<file path="config.mk">
export PLATFORM = sky130hd
export DESIGN_NAME = wave_sum_tree
export DESIGN_NICKNAME = d
export VERILOG_FILES = /design/src/rtl/wave_pkg.sv /design/src/rtl/sum_tree_level.sv /design/src/rtl/wave_sum_tree.sv
export SDC_FILE = /design/constraint.sdc
export NUM_CORES = 1
export LEC_CHECK = 0
export CAP_MARGIN = 20
export CORE_MARGIN = 4
export CORE_UTILIZATION = 50
export CTS_CLUSTER_DIAMETER = 30
export DETAILED_ROUTE_END_ITERATION = 8
export GPL_TIMING_DRIVEN = 1
export HOLD_SLACK_MARGIN = 0.12
export PLACE_DENSITY = 0.81
export SLEW_MARGIN = 20
export SYNTH_ARGS = -nofsm -noshare
export SYNTH_HDL_FRONTEND = slang
export SYNTH_SLANG_ARGS = --single-unit
export TNS_END_PERCENT = 30
</file>
<file path="constraint.sdc">
create_clock -name clk -period 6.9 [get_ports clk]
set_input_delay 1.38 -clock clk [delete_from_list [all_inputs] [get_ports clk]]
set_output_delay 1.38 -clock clk [all_outputs]
set_load 0.02 [all_outputs]
</file>
<file path="src/rtl/wave_pkg.sv">
// Shared constants and helpers for the wave-generation blocks.
package wave_pkg;

  localparam int unsigned DEF_SAMPLE_W = 16;
  localparam int unsigned DEF_OUT_W    = 16;
  localparam int unsigned SHIFT_W      = 4;

  // Ceiling log2, usable in constant expressions.
  function automatic int unsigned clog2(input int unsigned n);
    int unsigned r;
    r = 0;
    for (int unsigned v = 1; v < n; v = v << 1) r = r + 1;
    return r;
  endfunction

  // Clamp a signed value into the range of a w-bit signed number.
  function automatic logic signed [63:0] saturate(input logic signed [63:0] x,
                                                  input int unsigned w);
    logic signed [63:0] hi;
    logic signed [63:0] lo;
    hi = (64'sd1 <<< (w - 1)) - 64'sd1;
    lo = -(64'sd1 <<< (w - 1));
    if (x > hi)      return hi;
    else if (x < lo) return lo;
    else             return x;
  endfunction

endpackage

</file>
<file path="src/rtl/sum_tree_level.sv">
// One registered adder-tree level: IN_N signed inputs -> IN_N/2 pairwise sums one bit wider.
module sum_tree_level
  import wave_pkg::*;
#(
  parameter int unsigned IN_N = 2,
  parameter int unsigned IN_W = 16
) (
  input  logic                               clk,
  input  logic                               reset,
  input  logic                               valid,
  input  logic [SHIFT_W-1:0]                 shift,
  input  logic [IN_N*IN_W-1:0]               data,
  output logic                               sum_valid,
  output logic [SHIFT_W-1:0]                 sum_shift,
  output logic [(IN_N/2)*(IN_W+1)-1:0]       sums
);

  localparam int unsigned OUT_N = IN_N / 2;
  localparam int unsigned OW    = IN_W + 1;

  logic [OUT_N*OW-1:0] sums_c;

  // Sign-extend both operands so the add can never wrap.
  always_comb begin
    sums_c = '0;
    for (int i = 0; i < OUT_N; i++) begin
      sums_c[i*OW +: OW] = OW'($signed(data[(2*i)*IN_W +: IN_W]))
                         + OW'($signed(data[(2*i+1)*IN_W +: IN_W]));
    end
  end

  always_ff @(posedge clk or negedge reset) begin
    if (!reset) begin
      sum_valid <= 1'b0;
      sum_shift <= '0;
      sums      <= '0;
    end else begin
      sum_valid <= valid;
      sum_shift <= shift;
      sums      <= sums_c;
    end
  end

endmodule

</file>
<file path="src/rtl/wave_sum_tree.sv">
// Masked, pipelined N_CH-channel sum with rounding gain shift, saturation and sticky overflow.
// Optional peak-magnitude tracker enabled by defining WAVE_SUM_PEAK_EN.
module wave_sum_tree
  import wave_pkg::*;
#(
  parameter int unsigned N_CH     = 16,
  parameter int unsigned SAMPLE_W = DEF_SAMPLE_W,
  parameter int unsigned OUT_W    = DEF_OUT_W
) (
  input  logic                       clk,
  input  logic                       reset,
  input  logic                       in_valid,
  input  logic [N_CH*SAMPLE_W-1:0]   samples,
  input  logic [N_CH-1:0]            ch_en,
  input  logic [SHIFT_W-1:0]         shift,
  input  logic                       clr_ovf,
`ifdef WAVE_SUM_PEAK_EN
  input  logic                       clr_peak,
  output logic [OUT_W-1:0]           peak,
`endif
  output logic                       out_valid,
  output logic signed [OUT_W-1:0]    result,
  output logic                       ovf_sticky
);

  localparam int unsigned L     = clog2(N_CH);
  localparam int unsigned SUM_W = SAMPLE_W + L;
  localparam int unsigned RND_W = SUM_W + 1;

  // Bit offset of tree level k inside the flat inter-level bus.
  function automatic int unsigned lvl_off(input int unsigned k);
    int unsigned o;
    o = 0;
    for (int unsigned j = 0; j < k; j++) o = o + (N_CH >> j) * (SAMPLE_W + j);
    return o;
  endfunction

  localparam int unsigned TOT_W = lvl_off(L + 1);

  wire [TOT_W-1:0]         lvl_data;
  wire [L:0]               lvl_valid;
  wire [(L+1)*SHIFT_W-1:0] lvl_shift;

  logic [N_CH*SAMPLE_W-1:0] masked_c;
  logic [N_CH*SAMPLE_W-1:0] s0_data;
  logic                     s0_valid;
  logic [SHIFT_W-1:0]       s0_shift;

  always_comb begin
    masked_c = '0;
    for (int i = 0; i < N_CH; i++) begin
      masked_c[i*SAMPLE_W +: SAMPLE_W] = ch_en[i] ? samples[i*SAMPLE_W +: SAMPLE_W]
                                                  : SAMPLE_W'(0);
    end
  end

  // Stage 0: masked samples with their shift setting travel together.
  always_ff @(posedge clk or negedge reset) begin
    if (!reset) begin
      s0_data  <= '0;
      s0_valid <= 1'b0;
      s0_shift <= '0;
    end else begin
      s0_data  <= masked_c;
      s0_valid <= in_valid;
      s0_shift <= shift;
    end
  end

  assign lvl_data[0 +: N_CH*SAMPLE_W] = s0_data;
  assign lvl_valid[0]                 = s0_valid;
  assign lvl_shift[0 +: SHIFT_W]      = s0_shift;

  for (genvar k = 0; k < L; k++) begin : g_lvl
    localparam int unsigned IN_N    = N_CH >> k;
    localparam int unsigned IN_W    = SAMPLE_W + k;
    localparam int unsigned IN_OFF  = lvl_off(k);
    localparam int unsigned OUT_OFF = lvl_off(k + 1);

    sum_tree_level #(
      .IN_N (IN_N),
      .IN_W (IN_W)
    ) u_level (
      .clk       (clk),
      .reset     (reset),
      .valid     (lvl_valid[k]),
      .shift     (lvl_shift[k*SHIFT_W +: SHIFT_W]),
      .data      (lvl_data[IN_OFF +: IN_N*IN_W]),
      .sum_valid (lvl_valid[k+1]),
      .sum_shift (lvl_shift[(k+1)*SHIFT_W +: SHIFT_W]),
      .sums      (lvl_data[OUT_OFF +: (IN_N/2)*(IN_W+1)])
    );
  end

  logic signed [SUM_W-1:0] tree_sum;
  logic [SHIFT_W-1:0]      tree_shift;
  assign tree_sum   = lvl_data[lvl_off(L) +: SUM_W];
  assign tree_shift = lvl_shift[L*SHIFT_W +: SHIFT_W];

  int unsigned             sh_amt_c;
  logic signed [RND_W-1:0] rnd_c;
  logic signed [RND_W-1:0] rnd_q;
  logic                    rnd_valid;

  // Round half up: one extra bit absorbs the rounding increment.
  always_comb begin
    sh_amt_c = 32'(tree_shift);
    if (sh_amt_c > SUM_W - 1) sh_amt_c = SUM_W - 1;
    rnd_c = RND_W'(tree_sum);
    if (sh_amt_c != 0) rnd_c = rnd_c + (RND_W'(1) << (sh_amt_c - 1));
    rnd_c = rnd_c >>> sh_amt_c;
  end

  always_ff @(posedge clk or negedge reset) begin
    if (!reset) begin
      rnd_q     <= '0;
      rnd_valid <= 1'b0;
    end else begin
      rnd_q     <= rnd_c;
      rnd_valid <= lvl_valid[L];
    end
  end

  logic signed [63:0] sat_c;
  logic               sat_hit_c;

  always_comb begin
    sat_c     = saturate(64'(rnd_q), OUT_W);
    sat_hit_c = (sat_c != 64'(rnd_q));
  end

  // Overflow set takes priority over a simultaneous clear.
  always_ff @(posedge clk or negedge reset) begin
    if (!reset) begin
      out_valid  <= 1'b0;
      result     <= '0;
      ovf_sticky <= 1'b0;
    end else begin
      out_valid <= rnd_valid;
      if (rnd_valid) result <= OUT_W'(sat_c);
      if (rnd_valid && sat_hit_c) ovf_sticky <= 1'b1;
      else if (clr_ovf)           ovf_sticky <= 1'b0;
    end
  end

`ifdef WAVE_SUM_PEAK_EN
  logic [OUT_W-1:0] abs_c;

  // Magnitude fits unsigned OUT_W, including the most negative value.
  always_comb begin
    abs_c = sat_c[63] ? OUT_W'(-sat_c) : OUT_W'(sat_c);
  end

  always_ff @(posedge clk or negedge reset) begin
    if (!reset) begin
      peak <= '0;
    end else if (rnd_valid) begin
      if (clr_peak || abs_c > peak) peak <= abs_c;
    end else if (clr_peak) begin
      peak <= '0;
    end
  end
`endif

endmodule

</file>
Word-level counts from Yosys, hierarchy flattened
Index checks and enable logic that the tools add are counted.

storage, ports and cells
  register bits = 587
  input bits = 280
  output and inout port bits = 18
  logic and storage cells = 66

cells by class
  add/subtract/negate cells = 17
  magnitude comparators = 2
  equality and inequality tests = 1
  shift operators = 2
  muxes and demuxes = 21
  reduce and logical (&&, ||, !) cells = 3

operator list
  operator                                               number
  2-to-1 mux 16 bit                                      16
  adder 16 x 16 -> 17 bit                                8
  2-to-1 mux 64 bit                                      2
  adder 17 x 17 -> 18 bit                                4
  != test 64 x 21 -> 1 bit                               1
  adder 18 x 18 -> 19 bit                                2
  << shifter 1 x 32 -> 21 bit (first input constant)     1
  adder 20 x 21 -> 21 bit                                1
  > comparator 21 x 16 -> 1 bit (second input constant)  1
  < comparator 21 x 16 -> 1 bit (second input constant)  1
  2-to-1 mux 21 bit                                      1
  >>> shifter 21 x 4 -> 21 bit                           1
  adder 19 x 19 -> 20 bit                                1
  subtractor 4 x 1 -> 5 bit (second input constant)      1
  nonzero test 4 bit                                     1
  2-to-1 mux 1 bit                                       2
  nonzero test 2 bit                                     1
  logical AND 1 bit                                      1

Logic depth before layout (Yosys ltp)
Gate-level depths: netlist (run 1).

  word-level depth = 6
  mapped depth = 22
  gate-level depth less buffers = 17

Hierarchy
A second synthesis (run 1) with hierarchy kept.

second synthesis, totals
  cells, all modules = 2,969
  area, all modules = 31,607.8 um^2

by module, submodules not included
  module                             times used  cells an instance  area each (um^2)  sequential area each (um^2)
  wave_sum_tree                      1           1,105              12,705.9          7,532.2
  sum_tree_level (g_lvl[0].u_level)  1           882                9,187.6           3,528.4
  sum_tree_level (g_lvl[1].u_level)  1           519                5,141.2           1,926.8
  sum_tree_level (g_lvl[2].u_level)  1           296                2,912.8           1,076.0
  sum_tree_level (g_lvl[3].u_level)  1           167                1,660.3           625.6

Worst setup path after synthesis (run 1)
OpenSTA, ideal clock, no wires.

  kind = register -> register
  from = register g_lvl[3].u_level.sum_shift[1]
  to = register rnd_q[8]
  arrival = 4.780 ns
  data required time = 6.776 ns
  slack = 1.997 ns
  stages on the path, launching flop included = 20
  buffers on the path = 4
  clock period less this slack = 4.903 ns
  path through = dfrtp_1 clkbuf_8 inv_1 buf_1 clkbuf_8 ha_1 clkbuf_1 xor2_1 nor3_1 ha_1 inv_1 fa_1 nor2b_4 o2111a_2 or4_4 a41oi_2 xnor2_1 mux4_2 mux4_2 a211o_1

on the way
  cells in the longest elaborated chain, start to end = 5
  elaborated cells between the ends (all ways) = 6
  classes of those cells = add/sub (2); shift (2); mux (1); reduce/logical (1)

ends and longest elaborated chain
  element                           RTL line              source
  from (decl)                       sum_tree_level.sv:14  output logic [SHIFT_W-1:0] sum_shift,
  from (signal assigned)            sum_tree_level.sv:39  sum_shift <= shift;
  subtractor 4 x 1 -> 5 bit         wave_sum_tree.sv:110  if (sh_amt_c != 0) rnd_c = rnd_c + (RND_W'(1) << (sh_amt_c - 1));
  << shifter 1 x 32 -> 21 bit       wave_sum_tree.sv:110
  adder 20 x 21 -> 21 bit           wave_sum_tree.sv:110
  2-to-1 mux 21 bit                 wave_sum_tree.sv:110
  >>> shifter 21 x 4 -> 21 bit (*)  wave_sum_tree.sv:111  rnd_c = rnd_c >>> sh_amt_c;
  named net rnd_c[8]                wave_sum_tree.sv:101  logic signed [RND_W-1:0] rnd_c;
  to (signal assigned)              wave_sum_tree.sv:119  rnd_q <= rnd_c;
  to (decl)                         wave_sum_tree.sv:102  logic signed [RND_W-1:0] rnd_q;

Mark *: on every way through the listed nets, which the timed path passes. The rest lies on a longest branch.
A chain may end at the register's enable or synchronous reset.

Worst setup path in the final report (run 1)
  from = register g_lvl[3].u_level.sum_shift[1]
  to = register rnd_q[6]

Same word-level chain as after synthesis.

==> reports/results.txt, run 1 <==
layout cells sized above 1: 0.07969
CTS Buffer Depth: 3
placed cell count: 3891
RD Place Congestion: 0.8504
Clk pin slew, worst setup/hold paths: 50 ps
GRT overflow: 0
area taken by multi-input logic gates: 0.01491 mm2
CP Class: reg -> reg
P_int: 10040 uW
first-pass GRT wire length: 109400 um
1st-pass router iterations: 7
switch share: 0.3221
Final Max Tran Viols: 0
clk sink count: 587
HP Class: reg -> reg
Layout area overhead: 25.11%
wire length on met1: 29050 um
RSZ-0062 raised after global routing: no
clock power share: 0.364
cells taking the most area after synthesis: dfrtp_1, ha_1, and2_1
Setup TNS Final: 0 ps
number of port buffers: 297
initial antenna violation count: 0
die width: 254.9 um
final net count: 3792
final non-filler cell total: 4096
CTS tree: yes
# DRC: 0
Critical Path RT: 7440 ps
largest net degree at the start of global routing: 170
Slew @ Worst Pin: 978.6 ps
initial drt markers: 1058
Lkg Pwr: 0.01783 uW
vias per cell: 5.391
Synth area leader: dfrtp_1
row count: 90
Initial Util: 0.5050
routed wl met2: 32710 um
final cycle utilization of the critical path: 0.7172
final wirelength: 66770 um
commonest cells in the netlist: dfrtp_1, and2_1, ha_1
Post-DP HPWL: 47890 um
fin util: 0.6318
Synth Register Bits: 587
Crit Path Max Fanout: 10
Worst Path Arrival: 5490 ps
Fmax: 202.1 MHz
CTS HTree Levels: 3
Setup crit end kind: flop
Max-slew headroom: 0.3307
Combinational Power Share: 0.326
Core ar.: 0.06036 mm2
Root Buffer: clkbuf_16
status: finished clean
Synth Area per Inst: 10.69 um2
Synth Flop Type: dfrtp_1
Synth cell types: 81
DR WL met3: 3177 um
Yosys top cell area share: 0.4820
cts hold-fix bufs: 0
Seq pwr share: 0.310
Netlist Area Pre-Place: 0.03048 mm2
remaining antenna violation count: 0
Post-synth EDFFs: 0
Fill cells: 4607
Max Clock Skew: 23.59 ps
Clock Latency Late Sink: 650 ps
NetSw: 4769 uW
die area: 0.06497 mm2
Final Hold Fails: 0
post-DR wirelength/cell: 16.30 um
vias in the first global route: 22820
io pins: 298
synth warn: 0
gr usage total: 0.2053
CTS buffer count: 111
count leader, synth: dfrtp_1
DIE HEIGHT: 254.9 um
Pwr Total: 14810 uW
final setup violation count: 0
post-synthesis sequential area ratio: 0.4820
via count: 22080
Final Critical Period: 4948 ps
Post-Synthesis Cells: 2850
Top Layer Used: met4
PwrDens: 388.3 mW/mm2
CP Launch Type: flop
max_cap viols: 0
Peak VDD IR: 0.0002430 V
Post-CTS Setup Bufs: 0
Async S/R FF share, synth: 1.000
Resized cells post-CTS: 0
FF/Latch Area: 0.01469 mm2
## cells by family after synthesis
family	count (synthesis)	synth area share
xor+xnor	192	0.05517
mux	35	0.01806
fa+ha+maj	290	0.1230
simple gates	954	0.1679
other cells	1	0.0001230
compound gates	577	0.1245
buf+inv	214	0.02935
flops	587	0.4820
## registers in the layout, indices dropped and copies added, names as in the netlist
register,cells
g_lvl.u_level.sums,266
s0_data,256
rnd_q,21
g_lvl.u_level.sum_shift,16
result,16
g_lvl.u_level.sum_valid,4
s0_shift,4
out_valid,1
ovf_sticky,1
rnd_valid,1
s0_valid,1
## power groups by stage
stage / registers, uW / logic (uW) / clock network, uW
CTS: 4590 / 4830 / 5490
global placement: 4620 / 4680 / 0
finish: 4580 / 4830 / 5390
floorplan: 4490 / 3590 / 0
detailed placement: 4630 / 4760 / 0
global route: 4640 / 5420 / 5660
## worst max-delay path, cell delays in order, from the launching register on
cell and delay, ps:
dfrtp_1 380, inv_1 260, ha_1 400, a21oi_1 140, o22a_1 230, or2_2 340
inv_1 70, ha_1 230, a211oi_1 420, o21bai_1 140, a21oi_1 400, o31ai_1 230
a21oi_1 330, xnor2_1 100, mux4_2 560, mux4_2 480, mux2i_1 150
## layout by cell type (no fill, tap or decap), drive strengths merged, types with 18 or more instances in the layout
cell and count:
dfrtp 587, clkdlybuf4s50 296, and2 283, ha 274, inv 166, nand2 147, a21oi 147, nor2 146
xnor2 141, clkbuf 137, o21ai 124, nor3 85, nand3 74, nor2b 58, a21o 53, xor2 51
or3 42, a211oi 39, and3 37, clkinv 30, a31oi 22, o22a 18, nand2b 18, clkinvlp 18
## routing by layer
layer  track usage  vias to the layer above
li1              -                    10790
met1        0.2624                    10650
met2        0.3543                      516
met3       0.04014                      128
met4       0.06750                        0
met5             0                        -
## path summary, 6_finish.rpt
| check | startpoint | depth (start not counted) | slack [ps] | to |
|---|---|---|---|---|
| setup / recovery | g_lvl[3].u_level.sum_shift[1] | 16 | 1950 | rnd_q[6] |
| hold / removal | g_lvl[1].u_level.sum_shift[3] | 0 | 340 | g_lvl[2].u_level.sum_shift[3] |
| setup reg to reg | g_lvl[3].u_level.sum_shift[1] | 16 | 1950 | rnd_q[6] |
| hold reg to reg | g_lvl[1].u_level.sum_shift[3] | 0 | 340 | g_lvl[2].u_level.sum_shift[3] |
| max in group asynchronous | reset | 2 | 4590 | s0_data[203] |
| min in group asynchronous | reset | 1 | 770 | s0_data[9] |
## metrics by stage
stage	hold WS, ps	worst slack (ps)	instance area [um2]
after global placement	333.4	2155	34290
after detailed placement	334.7	2076	34290
after CTS	344.5	2050	38130
final	343.1	1952	38130
after global routing	349.4	1674	38130
after floorplan	331.2	1997	30490
## final cells by class
class / instances / share of cell area
diodes: 1 / 0.00006563
clock buffers: 137 / 0.07990
clock inverters: 67 / 0.02077
inverters: 160 / 0.01575
multi-input cells: 2052 / 0.3910
flip-flops and latches: 587 / 0.3852
well taps: 782 / 0.02566
repair buffers: 310 / 0.08164
No activity file was read; power rests on OpenSTA's default activity.
==> run 2, diff against run 1 <==
==> constraint.sdc (replaced) <==
create_clock -name clk -period 4.7 [get_ports clk]
set_input_delay 0.94 -clock clk [delete_from_list [all_inputs] [get_ports clk]]
set_output_delay 0.94 -clock clk [all_outputs]
set_load 0.02 [all_outputs]
==> run 2 against run 1 <==
Against the previous run: design area grew 1.1%; routed wire length grew 2.6%; core utilization grew 0.67 points; via count grew 0.97%; register-to-register slack lost 1800 ps; global-route usage grew 0.62 points; final cell count grew 1.0%; combinational power grew 50%; worst hold slack lost 19 ps; maximum frequency grew 9.9%; setup slack lost 1800 ps; highest routed layer unchanged.
==> reports/results.txt, run 2 (synthesized netlist as in run 1, its figures left out) <==
status: finished clean
die area: 0.06497 mm2
max_cap viols: 0
Worst Path Arrival: 5010 ps
Setup crit end kind: flop
CP Cell Sequence: inv_1 -> ha_1 -> buf_4 -> xor2_2 -> nor3_1 -> ha_1 -> inv_1 -> fa_1 -> nor2b_4 -> o2111a_2 -> or4_4 -> a41oi_2 -> xnor2_1 -> mux4_2 -> mux4_2 -> a211o_1
initial antenna violation count: 0
gr usage total: 0.2115
post-DR wirelength/cell: 16.54 um
Final Max Tran Viols: 0
Critical Path RT: 5200 ps
final wirelength: 68480 um
CTS HTree Levels: 3
Root Buffer: clkbuf_16
remaining antenna violation count: 0
Initial Util: 0.5050
final setup violation count: 0
initial drt markers: 983
DIE HEIGHT: 254.9 um
fin util: 0.6384
RSZ-0062 raised after global routing: yes
Diodes inserted: 0
Crit Path Max Fanout: 7
GRT overflow: 0
die width: 254.9 um
CP Launch Type: flop
cell at the slowest stage of the critical path: mux4_2
# DRC: 0
via count: 22300
cts hold-fix bufs: 0
Max Clock Skew: 45.89 ps
vias per cell: 5.387
first-pass GRT wire length: 112000 um
CTS buffer count: 114
Lkg Pwr: 0.01804 uW
Clk pin slew, worst setup/hold paths: 50 ps
Clock Latency Late Sink: 660 ps
Post-DP HPWL: 49750 um
CTS Buffer Depth: 3
layout cells sized above 1: 0.09324
io pins: 298
CP max stage delay: 540 ps
Max-slew headroom: 0.3664
Fmax: 222.0 MHz
Slew @ Worst Pin: 926.5 ps
Peak VDD IR: 0.0003428 V
CP Class: reg -> reg
HP Class: in -> async
Final Critical Period: 4504 ps
most common cell after layout, fill and taps aside: dfrtp_1
Core ar.: 0.06036 mm2
largest net degree at the start of global routing: 105
final cycle utilization of the critical path: 0.9584
vias in the first global route: 22840
most used cells in the layout excluding fill and tap cells: dfrtp_1, clkdlybuf4s50_1, and2_1
final net count: 3830
largest reg by FF count: g_lvl.u_level.sums
1st-pass router iterations: 7
clk sink count: 587
PwrDens: 569.3 mW/mm2
Pwr Total: 21940 uW
row count: 90
CTS tree: yes
Layout area overhead: 26.43%
Final Hold Fails: 0
top flop regs: g_lvl.u_level.sums (266), s0_data (256), rnd_q (21)
max FFs per register: 266
RD Place Congestion: 0.8501
number of port buffers: 297
## run 2: cell count changes in the layout (fill, tap and decap cells not counted), sizes merged
cell / delta
diode: -1
clkinvlp: +2
bufinv: -3
clkinv: +10
clkbuf: -4
inv: +4
buf: +35
## run 2: layer usage
layer,global-route usage,routed length (um),vias to the layer above
met2,0.3647,33760,502
met1,0.2705,29720,10760
met3,0.03933,2914,152
met5,0,0,-
li1,-,-,10880
met4,0.07295,2081,0
## run 2: worst paths after layout
check                           slack, ps  cells after the start                             to                     startpoint
worst max register to register        200                     16                       rnd_q[8]  g_lvl[3].u_level.sum_shift[1]
worst max-delay path                  200                     16                       rnd_q[8]  g_lvl[3].u_level.sum_shift[1]
min in group clk                      340                      0  g_lvl[2].u_level.sum_shift[3]  g_lvl[1].u_level.sum_shift[3]
worst min register to register        340                      0  g_lvl[2].u_level.sum_shift[3]  g_lvl[1].u_level.sum_shift[3]
worst min-delay path                  320                      1                    s0_data[15]                          reset
max in group asynchronous            3380                      2     g_lvl[0].u_level.sums[107]                          reset
## run 2: area by class of cell
type | count | area (um2)
Fill cell | 4595 | 21820
Multi-Input combinational cell | 2052 | 14930
Sequential cell | 587 | 14690
Timing Repair Buffer | 345 | 3413
Clock buffer | 133 | 3024
Tap cell | 782 | 978.4
Clock inverter | 80 | 894.6
Inverter | 160 | 600.6
## run 2: what timing repair did
action                                  in CTS  in global routing
gates resized for setup                      0                  4
endpoints found under the setup margin       0                 10
buffers inserted                             0                  0
hold endpoints to repair                     0                  0
## run 2: through the flow
step / setup TNS, ps / setup WS (ps) / hold slack, ps / std cells / area [um2]
2_1_floorplan: 0 / 8.778 / 331.2 / 2853 / 30500
3_3_place_gp: 0 / 251.5 / 332.6 / 3926 / 34590
3_5_place_dp: 0 / 241.5 / 334.7 / 3926 / 34590
4_1_cts: 0 / 148.9 / 346.6 / 4139 / 38510
5_1_grt: -31.31 / -31.31 / 354.4 / 4139 / 38530
6_report: 0 / 195.7 / 323.6 / 4139 / 38530
## run 2: critical path: cells and delay by family (launching register included)
kind | cells | cell delay (ps)
and+or+nand+nor | 3 | 690
adders and majority gates | 3 | 650
muxes | 2 | 1050
xor gates and xnor gates | 2 | 410
buffers and inverters | 3 | 360
DFF | 1 | 410
AOI/OAI and AO/OA | 3 | 800
## run 2: power by group
group | internal, uW | switching [uW] | leakage (uW)
Clock | 5190 | 2770 | 0.00187
Combinational | 3380 | 3850 | 0.00895
Sequential | 6140 | 605 | 0.00722
==> run 3, diff against run 2 <==
--- a/config.mk
+++ b/config.mk
@@ -9,10 +9,12 @@
 export CORE_MARGIN = 4
 export CORE_UTILIZATION = 50
 export CTS_CLUSTER_DIAMETER = 30
+export CTS_CLUSTER_SIZE = 8
 export DETAILED_ROUTE_END_ITERATION = 8
 export GPL_TIMING_DRIVEN = 1
 export HOLD_SLACK_MARGIN = 0.12
 export PLACE_DENSITY = 0.81
+export SKIP_LAST_GASP = 1
 export SLEW_MARGIN = 20
 export SYNTH_ARGS = -nofsm -noshare
 export SYNTH_HDL_FRONTEND = slang
==> run 3 against run 2 <==
Against the previous run: total power grew 3.2%; worst hold slack lost 1.1 ps; sequential share of layout area shrank 0.35 points; clock-buffer cell count grew 26; sequential power is essentially flat; highest routed layer unchanged; final cell count grew 0.14%; maximum frequency grew 0.95%; first-iteration DRC count grew 19%; clock power grew 8.5%; flip-flop and latch count is the same; largest cell class unchanged; setup slack gained 43 ps; via count grew 0.87%.
==> reports/results.txt, run 3 (synthesized netlist as in run 1, its figures left out) <==
1st-pass router iterations: 5
vias per cell: 5.426
HP Class: reg -> reg
CP Class: reg -> reg
DIE HEIGHT: 254.9 um
RSZ-0062 raised after global routing: yes
CTS buffer count: 121
vias in the first global route: 23120
status: finished clean
CTS HTree Levels: 3
Lkg Pwr: 0.01825 uW
GRT overflow: 0
Max-slew headroom: 0.3683
via count: 22490
CTS Buffer Depth: 3
max FFs per register: 266
Fill cells: 4529
Worst Path Arrival: 4970 ps
Final Max Tran Viols: 0
largest reg by FF count: g_lvl.u_level.sums
gr usage total: 0.2140
Final Critical Period: 4462 ps
Reg2Reg Launch Point: g_lvl[3].u_level.sum_shift[1]
Core ar.: 0.06036 mm2
Critical Path RT: 5210 ps
Initial Util: 0.5050
final setup violation count: 0
die area: 0.06497 mm2
Setup crit end: rnd_q[8]
Peak VDD IR: 0.0004082 V
Layout area overhead: 27.59%
most used cells in the layout excluding fill and tap cells: dfrtp_1, clkdlybuf4s50_1, and2_1
final net count: 3837
CP Launch Type: flop
Slew @ Worst Pin: 923.7 ps
final cycle utilization of the critical path: 0.9493
RD Place Congestion: 0.8501
# DRC: 0
PwrDens: 581.9 mW/mm2
remaining antenna violation count: 0
reg-to-reg setup timing slack: 240 ps
clk sink count: 587
Post-DP HPWL: 49750 um
initial drt markers: 1170
path depth of the worst reg2reg path: 16
die width: 254.9 um
final worst slack: 238.2 ps
top flop regs: g_lvl.u_level.sums (266), s0_data (256), rnd_q (21)
initial antenna violation count: 0
largest net degree at the start of global routing: 105
dpl ws: 241.5 ps
Root Buffer: clkbuf_16
io pins: 298
Pwr Total: 22630 uW
number of port buffers: 297
Crit. Startpoint: g_lvl[3].u_level.sum_shift[1]
Clk pin slew, worst setup/hold paths: 40 ps
Crit Path Max Fanout: 7
layout cells sized above 1: 0.09218
final wirelength: 69220 um
Max Clock Skew: 44.90 ps
Diodes inserted: 0
Setup crit end kind: flop
hold wc startpoint: g_lvl[1].u_level.sum_shift[1]
first-pass GRT wire length: 113200 um
Reg-to-Reg End: rnd_q[8]
Clock Latency Late Sink: 680 ps
Final Hold Fails: 0
max_cap viols: 0
CTS tree: yes
post-DR wirelength/cell: 16.70 um
row count: 90
most common cell after layout, fill and taps aside: dfrtp_1
Fmax: 224.1 MHz
[run 3: area by class of cell]
cell class | instances | area, um2 | area share
multi-input cells | 2052 | 14930 | 0.3839
flip-flops and latches | 587 | 14690 | 0.3777
repair buffers | 345 | 3413 | 0.08777
clock buffers | 159 | 3403 | 0.08752
well taps | 782 | 978.4 | 0.02516
clock inverters | 60 | 874.6 | 0.02249
inverters | 160 | 600.6 | 0.01544
[run 3: routing by layer]
layer	global-route usage	part of all wire	up-vias
li1	-	-	10900
met1	0.2716	0.43	10920
met2	0.3685	0.50	529
met3	0.04197	0.044	147
met4	0.07638	0.032	0
met5	0	0	-
[run 3: power by group]
| group | internal [uW] | switching [uW] |
|---|---|---|
| registers | 6150 | 604 |
| logic | 3380 | 3860 |
| clock network | 5930 | 2710 |
[run 3: through the flow]
step | TNS [ps] | area (um2) | hold slack [ps] | std cells | util
floorplan | 0 | 30500 | 331.2 | 2853 | -
global placement | 0 | 34590 | 332.6 | 3926 | 0.5732
detailed placement | 0 | 34590 | 334.7 | 3926 | 0.5732
CTS | 0 | 38870 | 316.8 | 4145 | 0.6440
global route | -93.71 | 38890 | 324.1 | 4145 | 0.6443
finish | 0 | 38890 | 322.5 | 4145 | 0.6443
[run 3: worst min path at each step]
| stage | endpoint | slack, ps | depth (start not counted) |
|---|---|---|---|
| after floorplan | g_lvl[0].u_level.sum_shift[0] | 330 | 0 |
| after global placement | g_lvl[0].u_level.sum_shift[0] | 330 | 0 |
| after detailed placement | g_lvl[2].u_level.sum_shift[0] | 330 | 0 |
| after CTS | g_lvl[2].u_level.sum_shift[1] | 320 | 0 |
| after global routing | g_lvl[2].u_level.sum_shift[1] | 320 | 0 |
| final | g_lvl[2].u_level.sum_shift[1] | 320 | 0 |
[run 3: repair_timing]
action	4_1_cts	5_1_grt
resized for setup	0	3
hold buffers	0	0
setup buffers	0	0
endpoints found under the setup margin	0	9
[run 3: critical path, stage by stage (launching register included)]
cell and delay [ps]:
dfrtp_1 400, inv_1 130, ha_1 180, buf_4 160
xor2_2 280, nor3_1 120, ha_1 250, inv_1 80
fa_1 220, nor2b_4 60, o2111a_2 280, or4_4 510
a41oi_2 210, xnor2_1 120, mux4_2 540, mux4_2 510
a211o_1 310
